**src/rtl/totp_pkg.sv**
```systemverilog
// totp_pkg: shared definitions for the TOTP sequencer slice.
//   state_t  - sequencer FSM states
//   MSG_BITS - width of the TOTP counter message streamed to the core
//   BCD_W    - width of one decimal digit returned by the core
package totp_pkg;

  localparam int unsigned MSG_BITS = 64;
  localparam int unsigned BCD_W    = 4;

  typedef enum logic [2:0] {
    ST_IDLE,
    ST_KEY,
    ST_MSG,
    ST_WAIT,
    ST_READ
  } state_t;

endpackage

```
**src/rtl/totp_step_timer.sv**
```systemverilog
// totp_step_timer: keeps the TOTP time step T.
//   clk, rst   - clock, synchronous active-high reset
//   tick       - 1 Hz strobe, one cycle wide
//   t_load     - load t_value into T (wins over a wrapping tick)
//   t_value    - new T
//   step       - current T
//   step_pulse - high in the cycle a new T is being taken (wrap or load)
module totp_step_timer
  import totp_pkg::*;
#(
  parameter int unsigned STEP_TICKS = 30
) (
  input  logic                clk,
  input  logic                rst,
  input  logic                tick,
  input  logic                t_load,
  input  logic [MSG_BITS-1:0] t_value,
  output logic [MSG_BITS-1:0] step,
  output logic                step_pulse
);

  localparam int unsigned SW = (STEP_TICKS > 1) ? $clog2(STEP_TICKS) : 1;

  logic [SW-1:0] sec;
  logic          wrap;

  assign wrap       = tick && (sec == SW'(STEP_TICKS - 1));
  // Combinational so the trigger reaches the FSM's pending flag on the same edge.
  assign step_pulse = t_load || wrap;

  always_ff @(posedge clk) begin
    if (rst) begin
      sec  <= '0;
      step <= '0;
    end else if (t_load) begin
      step <= t_value;
      sec  <= '0;
    end else if (tick) begin
      if (wrap) begin
        sec  <= '0;
        step <= step + MSG_BITS'(1);
      end else begin
        sec <= sec + SW'(1);
      end
    end
  end

endmodule

```
**src/rtl/totp_sequencer.sv**
```systemverilog
// totp_sequencer: autonomous driver for the serial HMAC/TOTP core.
// On each new time step (or start request) streams the key and the 64-bit T
// MSB first, waits for core_ready (bounded by TIMEOUT) and reads back DIGITS
// BCD digits through core_sel.
//   clk, rst            - clock, synchronous active-high reset
//   tick, start, t_load - step strobe, recompute request, T load
//   t_value             - value loaded into T
//   key_idx / key_bit   - key store address / combinational key bit
//   core_data           - serial bit to the core
//   core_key_en/msg_en  - key / message shift enables
//   core_sel / core_bcd - digit select / selected digit
//   core_ready          - core result valid
//   code, valid         - packed BCD code (digit 0 in [3:0]), code is current
//   busy                - sequencer not idle
//   timeout_err         - sticky WAIT timeout flag
//   step                - current T
module totp_sequencer
  import totp_pkg::*;
#(
  parameter int unsigned KEY_BITS   = 160,
  parameter int unsigned STEP_TICKS = 30,
  parameter int unsigned DIGITS     = 6,
  parameter int unsigned TIMEOUT    = 4096
) (
  input  logic                        clk,
  input  logic                        rst,
  input  logic                        tick,
  input  logic                        start,
  input  logic                        t_load,
  input  logic [MSG_BITS-1:0]         t_value,
  output logic [$clog2(KEY_BITS)-1:0] key_idx,
  input  logic                        key_bit,
  output logic                        core_data,
  output logic                        core_key_en,
  output logic                        core_msg_en,
  output logic [2:0]                  core_sel,
  input  logic                        core_ready,
  input  logic [BCD_W-1:0]            core_bcd,
  output logic [BCD_W*DIGITS-1:0]     code,
  output logic                        valid,
  output logic                        busy,
  output logic                        timeout_err,
  output logic [MSG_BITS-1:0]         step
);

  localparam int unsigned KW = $clog2(KEY_BITS);
  localparam int unsigned IW = $clog2((KEY_BITS > MSG_BITS) ? KEY_BITS : MSG_BITS);
  localparam int unsigned MW = $clog2(MSG_BITS);
  localparam int unsigned WW = $clog2(TIMEOUT);

  state_t              state;
  logic                pending;
  logic                step_pulse;
  logic [MSG_BITS-1:0] t_run;
  logic [IW-1:0]       idx;
  logic [WW-1:0]       wcnt;
  logic [2:0]          d;
  logic                ph;

  totp_step_timer #(
    .STEP_TICKS(STEP_TICKS)
  ) u_step_timer (
    .clk       (clk),
    .rst       (rst),
    .tick      (tick),
    .t_load    (t_load),
    .t_value   (t_value),
    .step      (step),
    .step_pulse(step_pulse)
  );

  assign core_key_en = (state == ST_KEY);
  assign core_msg_en = (state == ST_MSG);
  assign key_idx     = (state == ST_KEY) ? idx[KW-1:0] : KW'(KEY_BITS - 1);

  always_comb begin
    core_data = 1'b0;
    if (state == ST_KEY) begin
      core_data = key_bit;
    end else if (state == ST_MSG) begin
      core_data = t_run[idx[MW-1:0]];
    end
  end

  always_ff @(posedge clk) begin
    if (rst) begin
      state       <= ST_IDLE;
      pending     <= 1'b0;
      t_run       <= '0;
      idx         <= IW'(KEY_BITS - 1);
      wcnt        <= '0;
      d           <= '0;
      ph          <= 1'b0;
      code        <= '0;
      valid       <= 1'b0;
      busy        <= 1'b0;
      timeout_err <= 1'b0;
      core_sel    <= '0;
    end else begin
      pending <= pending | start | step_pulse;
      unique case (state)
        ST_IDLE: begin
          if (pending) begin
            // A trigger arriving in the consuming cycle must survive.
            pending     <= start | step_pulse;
            t_run       <= step;
            valid       <= 1'b0;
            timeout_err <= 1'b0;
            busy        <= 1'b1;
            idx         <= IW'(KEY_BITS - 1);
            state       <= ST_KEY;
          end
        end
        ST_KEY: begin
          if (idx == '0) begin
            idx   <= IW'(MSG_BITS - 1);
            state <= ST_MSG;
          end else begin
            idx <= idx - IW'(1);
          end
        end
        ST_MSG: begin
          if (idx == '0) begin
            wcnt  <= '0;
            state <= ST_WAIT;
          end else begin
            idx <= idx - IW'(1);
          end
        end
        ST_WAIT: begin
          if (core_ready) begin
            d        <= '0;
            ph       <= 1'b0;
            core_sel <= '0;
            state    <= ST_READ;
          end else if (wcnt == WW'(TIMEOUT - 1)) begin
            timeout_err <= 1'b1;
            valid       <= 1'b0;
            busy        <= 1'b0;
            state       <= ST_IDLE;
          end else begin
            wcnt <= wcnt + WW'(1);
          end
        end
        ST_READ: begin
          // ph=0: core_sel already shows d; ph=1: capture the digit.
          if (!ph) begin
            ph <= 1'b1;
          end else begin
            for (int unsigned i = 0; i < DIGITS; i++) begin
              if (d == 3'(i)) code[BCD_W*i +: BCD_W] <= core_bcd;
            end
            if (d == 3'(DIGITS - 1)) begin
              valid <= 1'b1;
              busy  <= 1'b0;
              state <= ST_IDLE;
            end else begin
              d        <= d + 3'd1;
              core_sel <= d + 3'd1;
              ph       <= 1'b0;
            end
          end
        end
        default: state <= ST_IDLE;
      endcase
    end
  end

endmodule

```
**config.mk**
```make
export PLATFORM = sky130hd
export DESIGN_NAME = totp_sequencer
export DESIGN_NICKNAME = d
export VERILOG_FILES = /design/src/rtl/totp_pkg.sv /design/src/rtl/totp_step_timer.sv /design/src/rtl/totp_sequencer.sv
export SDC_FILE = /design/constraint.sdc
export NUM_CORES = 1
export LEC_CHECK = 0
export CORE_ASPECT_RATIO = 0.75
export CORE_UTILIZATION = 40
export CTS_CLUSTER_SIZE = 12
export DETAILED_ROUTE_END_ITERATION = 7
export DONT_BUFFER_PORTS = 1
export GPL_TIMING_DRIVEN = 0
export SLEW_MARGIN = 20
export SYNTH_ARGS = -nofsm -noshare
export SYNTH_HDL_FRONTEND = slang
export SYNTH_SLANG_ARGS = --single-unit
```
**constraint.sdc**
```tcl
create_clock -name clk -period 6.5 [get_ports clk]
set_clock_uncertainty 0.2 [all_clocks]
set_input_delay 1.95 -clock clk [delete_from_list [all_inputs] [get_ports clk]]
set_output_delay 1.95 -clock clk [all_outputs]
set_load 0.005 [all_outputs]
```
==> metrics.md <==
| Metric | Value |
|---|---|
| Nets | `1,297` |
| Detailed-route wire length per cell | `21.32 um` |
| DRC Markers | `0` |
| LEAKAGE | `3.512 nW` |
| CTS clock-pin slew for the worst setup and hold paths | `0.07 ns` |
| Post-CTS Setup Bufs | `0` |
| Hold wc startpoint | `t_run[41]` |
| Met1 wire length | `15,610 um` |
| HPWL after DPL | `24,090 um` |
| DRT Wirelength | `32,510 um` |
| Io pins | `180` |
| Sequential cell area | `3764 um2` |
| Hold path cells | `2` |
| Share of cells above drive strength 1 | `7.429%` |
| Max IR drop VDD | `191.4 uV` |
| Met3 wire len | `3465 um` |
| Hold Path Class | `flip-flop to flip-flop` |
| Worst Reg-to-Reg Cells | `10` |
| # diodes | `0` |
| Fmax | `0.2072 GHz` |
| Final Hold Violating Endpoints | `0` |
| Post-cts sizing count | `0` |
| Period minus WS final | `4.826 ns` |
| Max-Cap Viols | `0` |
| Via density | `6.140` |
| Worst-skew pair later-pin latency | `0.44 ns` |
| Top cells by area, synth | `dfxtp_1 (39%), nand2_1 (8.6%), a21oi_1 (5.7%)` |
| Critical path launch point type | `flip-flop` |
| Period utilization | `74.24%` |
| Seq/Total Area, Yosys | `39.00%` |
| Core Region | `23,360 um2` |
| Global-route wire length before repair | `49,470 um` |
| CTS tree | `done` |
| Status | `complete, no violations` |
| Syn Inst Count | `1,193` |
| CTS Hold Buffers Added | `0` |
| Number of flops mapped to enable cells by yosys | `0` |
| DRT Pass-1 Iters | `7` |
| Dpl ws | `2.125 ns` |
| Yosys top cell by area | `dfxtp_1` |
| Core Rows | `48` |
| Post-Syn Nets | `1,278` |
| Worst Path Max Fanout | `10` |
| Vias | `9,363` |
| Post-DP Area | `10,020 um2` |
| Fin area | `10,650 um2` |
| Final Slew Violations | `0` |
| Worst R2R End | `idx[6]` |
| Area grow syn2layout | `10.36%` |
| Synthesis warning total | `0` |
| FF-to-FF Start | `idx[1]` |
| Initial DRC count | `861` |
| Critical path capture point type | `output port` |
| Placer congestion estimate | `0.8801` |
| Synth Area per Inst | `8.088 um2` |
| Die outline height | `136.5 um` |
| Tot GR Track Use | `25.97%` |
| Grt ovf | `0` |
| Clk sinks | `188` |
| Filler cell count | `2,370` |
| Yosys top cell area share | `39.00%` |
| Max layer used | `met4` |
| Max transition margin | `36.86%` |
| Asr flop ratio synth | `0%` |
| Final setup vio count | `0` |
| Hold WS | `0.2545 ns` |
| Worst-Margin Slew | `0.9470 ns` |
| Met2 wire length | `13,060 um` |
| Port Buffers | `0` |
| Root Buffer | `clkbuf_16` |
| Worst hold endpoint | `t_run[41]` |
| H-tree levels | `4` |
| Synth cell types | `73` |
| Yosys reg bits | `188` |
| Data arrival time of the worst path | `2.68 ns` |
| Pwr Density | `244.7 nW/um2` |
| Main synth FF type | `dfxtp_1` |
| Final Power | `2.606 mW` |
| Starting Density | `41.30%` |
| Vias in the first global route | `8,288` |
| Reg-to-reg slack, setup | `2.96 ns` |
| Setup Total Neg Slack | `0 ns` |
| RSZ-0062 raised after global routing | `false` |
| Initial antenna violation count | `1` |
| DRT antenna net count | `0` |
| Syn Std Cell Area | `9649 um2` |
| Multi-input gate area | `5411 um2` |
| Die span in x | `181.3 um` |
| Die area | `24,750 um2` |
| Num CTS Buffers | `17` |
| Final WS setup | `1.674 ns` |
| Required @ worst endpoint | `4.35 ns` |
| Setup Crit Path Kind | `flip-flop to output port` |
| Maximum buffer depth of the clock tree | `2` |
| Largest net degree at the start of global routing | `20` |
==> metrics by stage <==
| step | std cells | utilization [%] |
|---|---|---|
| 2_1_floorplan | 1193 | - |
| 3_3_place_gp | 1493 | 42.91 |
| 3_5_place_dp | 1493 | 42.91 |
| 4_1_cts | 1525 | 45.58 |
| 5_1_grt | 1525 | 45.58 |
| 6_report | 1525 | 45.58 |
==> Yosys cell counts (all sizes together), types with 5 or more instances <==
master   number
a2111oi      12
a211oi       20
a21oi       110
a311oi       31
and2          9
and3         18
and4          9
buf          21
clkbuf       67
dfxtp       188
ha           10
inv          24
mux2i        14
mux4         17
nand2       222
nand2b        7
nand3        45
nand4        33
nor2        101
nor2b         9
nor3         20
nor3b         5
nor4         18
nor4b         6
o211ai        6
o21ai        30
o21bai        8
o31ai        17
o41a          5
or2           8
or3          22
or4          23
xnor2        11
xor2         13
==> flip-flops by register name, indices dropped and copies added (netlist names), 3 cells and up <==
signal / cells
code: 24
u_step_timer.step: 64
t_run: 64
d: 3
wcnt: 12
u_step_timer.sec: 5
state: 3
idx: 8
==> power by group <==
part | internal, mW | total [mW] | switching (mW)
Sequential | 1.20 | 1.27 | 0.0765
Combinational | 0.0730 | 0.210 | 0.137
Clock | 0.591 | 1.12 | 0.532
Total | 1.86 | 2.61 | 0.745
==> worst max-delay path: stages, from the launching register on <==
cell	delay [ns]
dfxtp_1	0.31
clkbuf_1	0.28
clkbuf_1	0.52
mux4_2	0.41
mux2i_1	0.16
o21ai_0	0.10
o2111ai_1	0.22
nand3_1	0.23
==> worst max-delay path by stage <==
stage               startpoint               endpoint  slack (ns)  cells after the start
CTS                     idx[1]              core_data        1.67                      7
finish                  idx[1]              core_data        1.67                      7
global route            idx[1]              core_data        1.56                      7
global placement          tick  u_step_timer.step[59]        2.13                      7
floorplan              key_bit              core_data        2.28                      2
detailed placement        tick  u_step_timer.step[27]        2.13                      8
==> cells in the final DEF (no fill, tap or decap), types with 8 or more instances in the layout <==
cell and instances:
mux4_2 17, or4_1 23, and2_1 8, or3_1 22
a211oi_1 20, xor2_1 13, clkbuf_1 67, clkbuf_16 17
o21ai_0 30, nor3_1 19, inv_1 23, nor2b_1 9
o31ai_1 17, nor2_1 101, o21bai_1 8, a311oi_1 31
xnor2_1 11, a21oi_1 110, or2_2 8, ha_1 10
nand4_1 31, nand3_1 43, dfxtp_1 188, nand2_1 221
mux2i_1 14, nor4_1 18, and3_1 16
==> cell families after synthesis <==
| family | Yosys count | share of synthesized area [%] |
|---|---|---|
| AO/OA/AOI/OAI | 261 | 17.71 |
| XOR/XNOR | 24 | 2.178 |
| adder cells (fa/ha/maj) | 10 | 1.297 |
| buffers and inverters | 113 | 4.914 |
| flip-flops | 188 | 39.00 |
| multiplexers | 32 | 5.537 |
| AND/OR/NAND/NOR | 565 | 29.36 |
==> per-layer routing <==
layer,track usage (%),vias up
li1,-,4405
met1,39.57,4470
met2,35.79,455
met3,6.732,33
met4,5.979,0
met5,0,-
==> layout make-up <==
cell class | instances | share of cell area (%)
inverter | 25 | 0.8812
buffer | 88 | 3.572
sequential | 188 | 35.34
clock inverter | 15 | 1.868
multi-input combinational | 892 | 50.82
tap | 300 | 3.525
clock buffer | 17 | 3.995
Power figures use the tool's default switching activity.
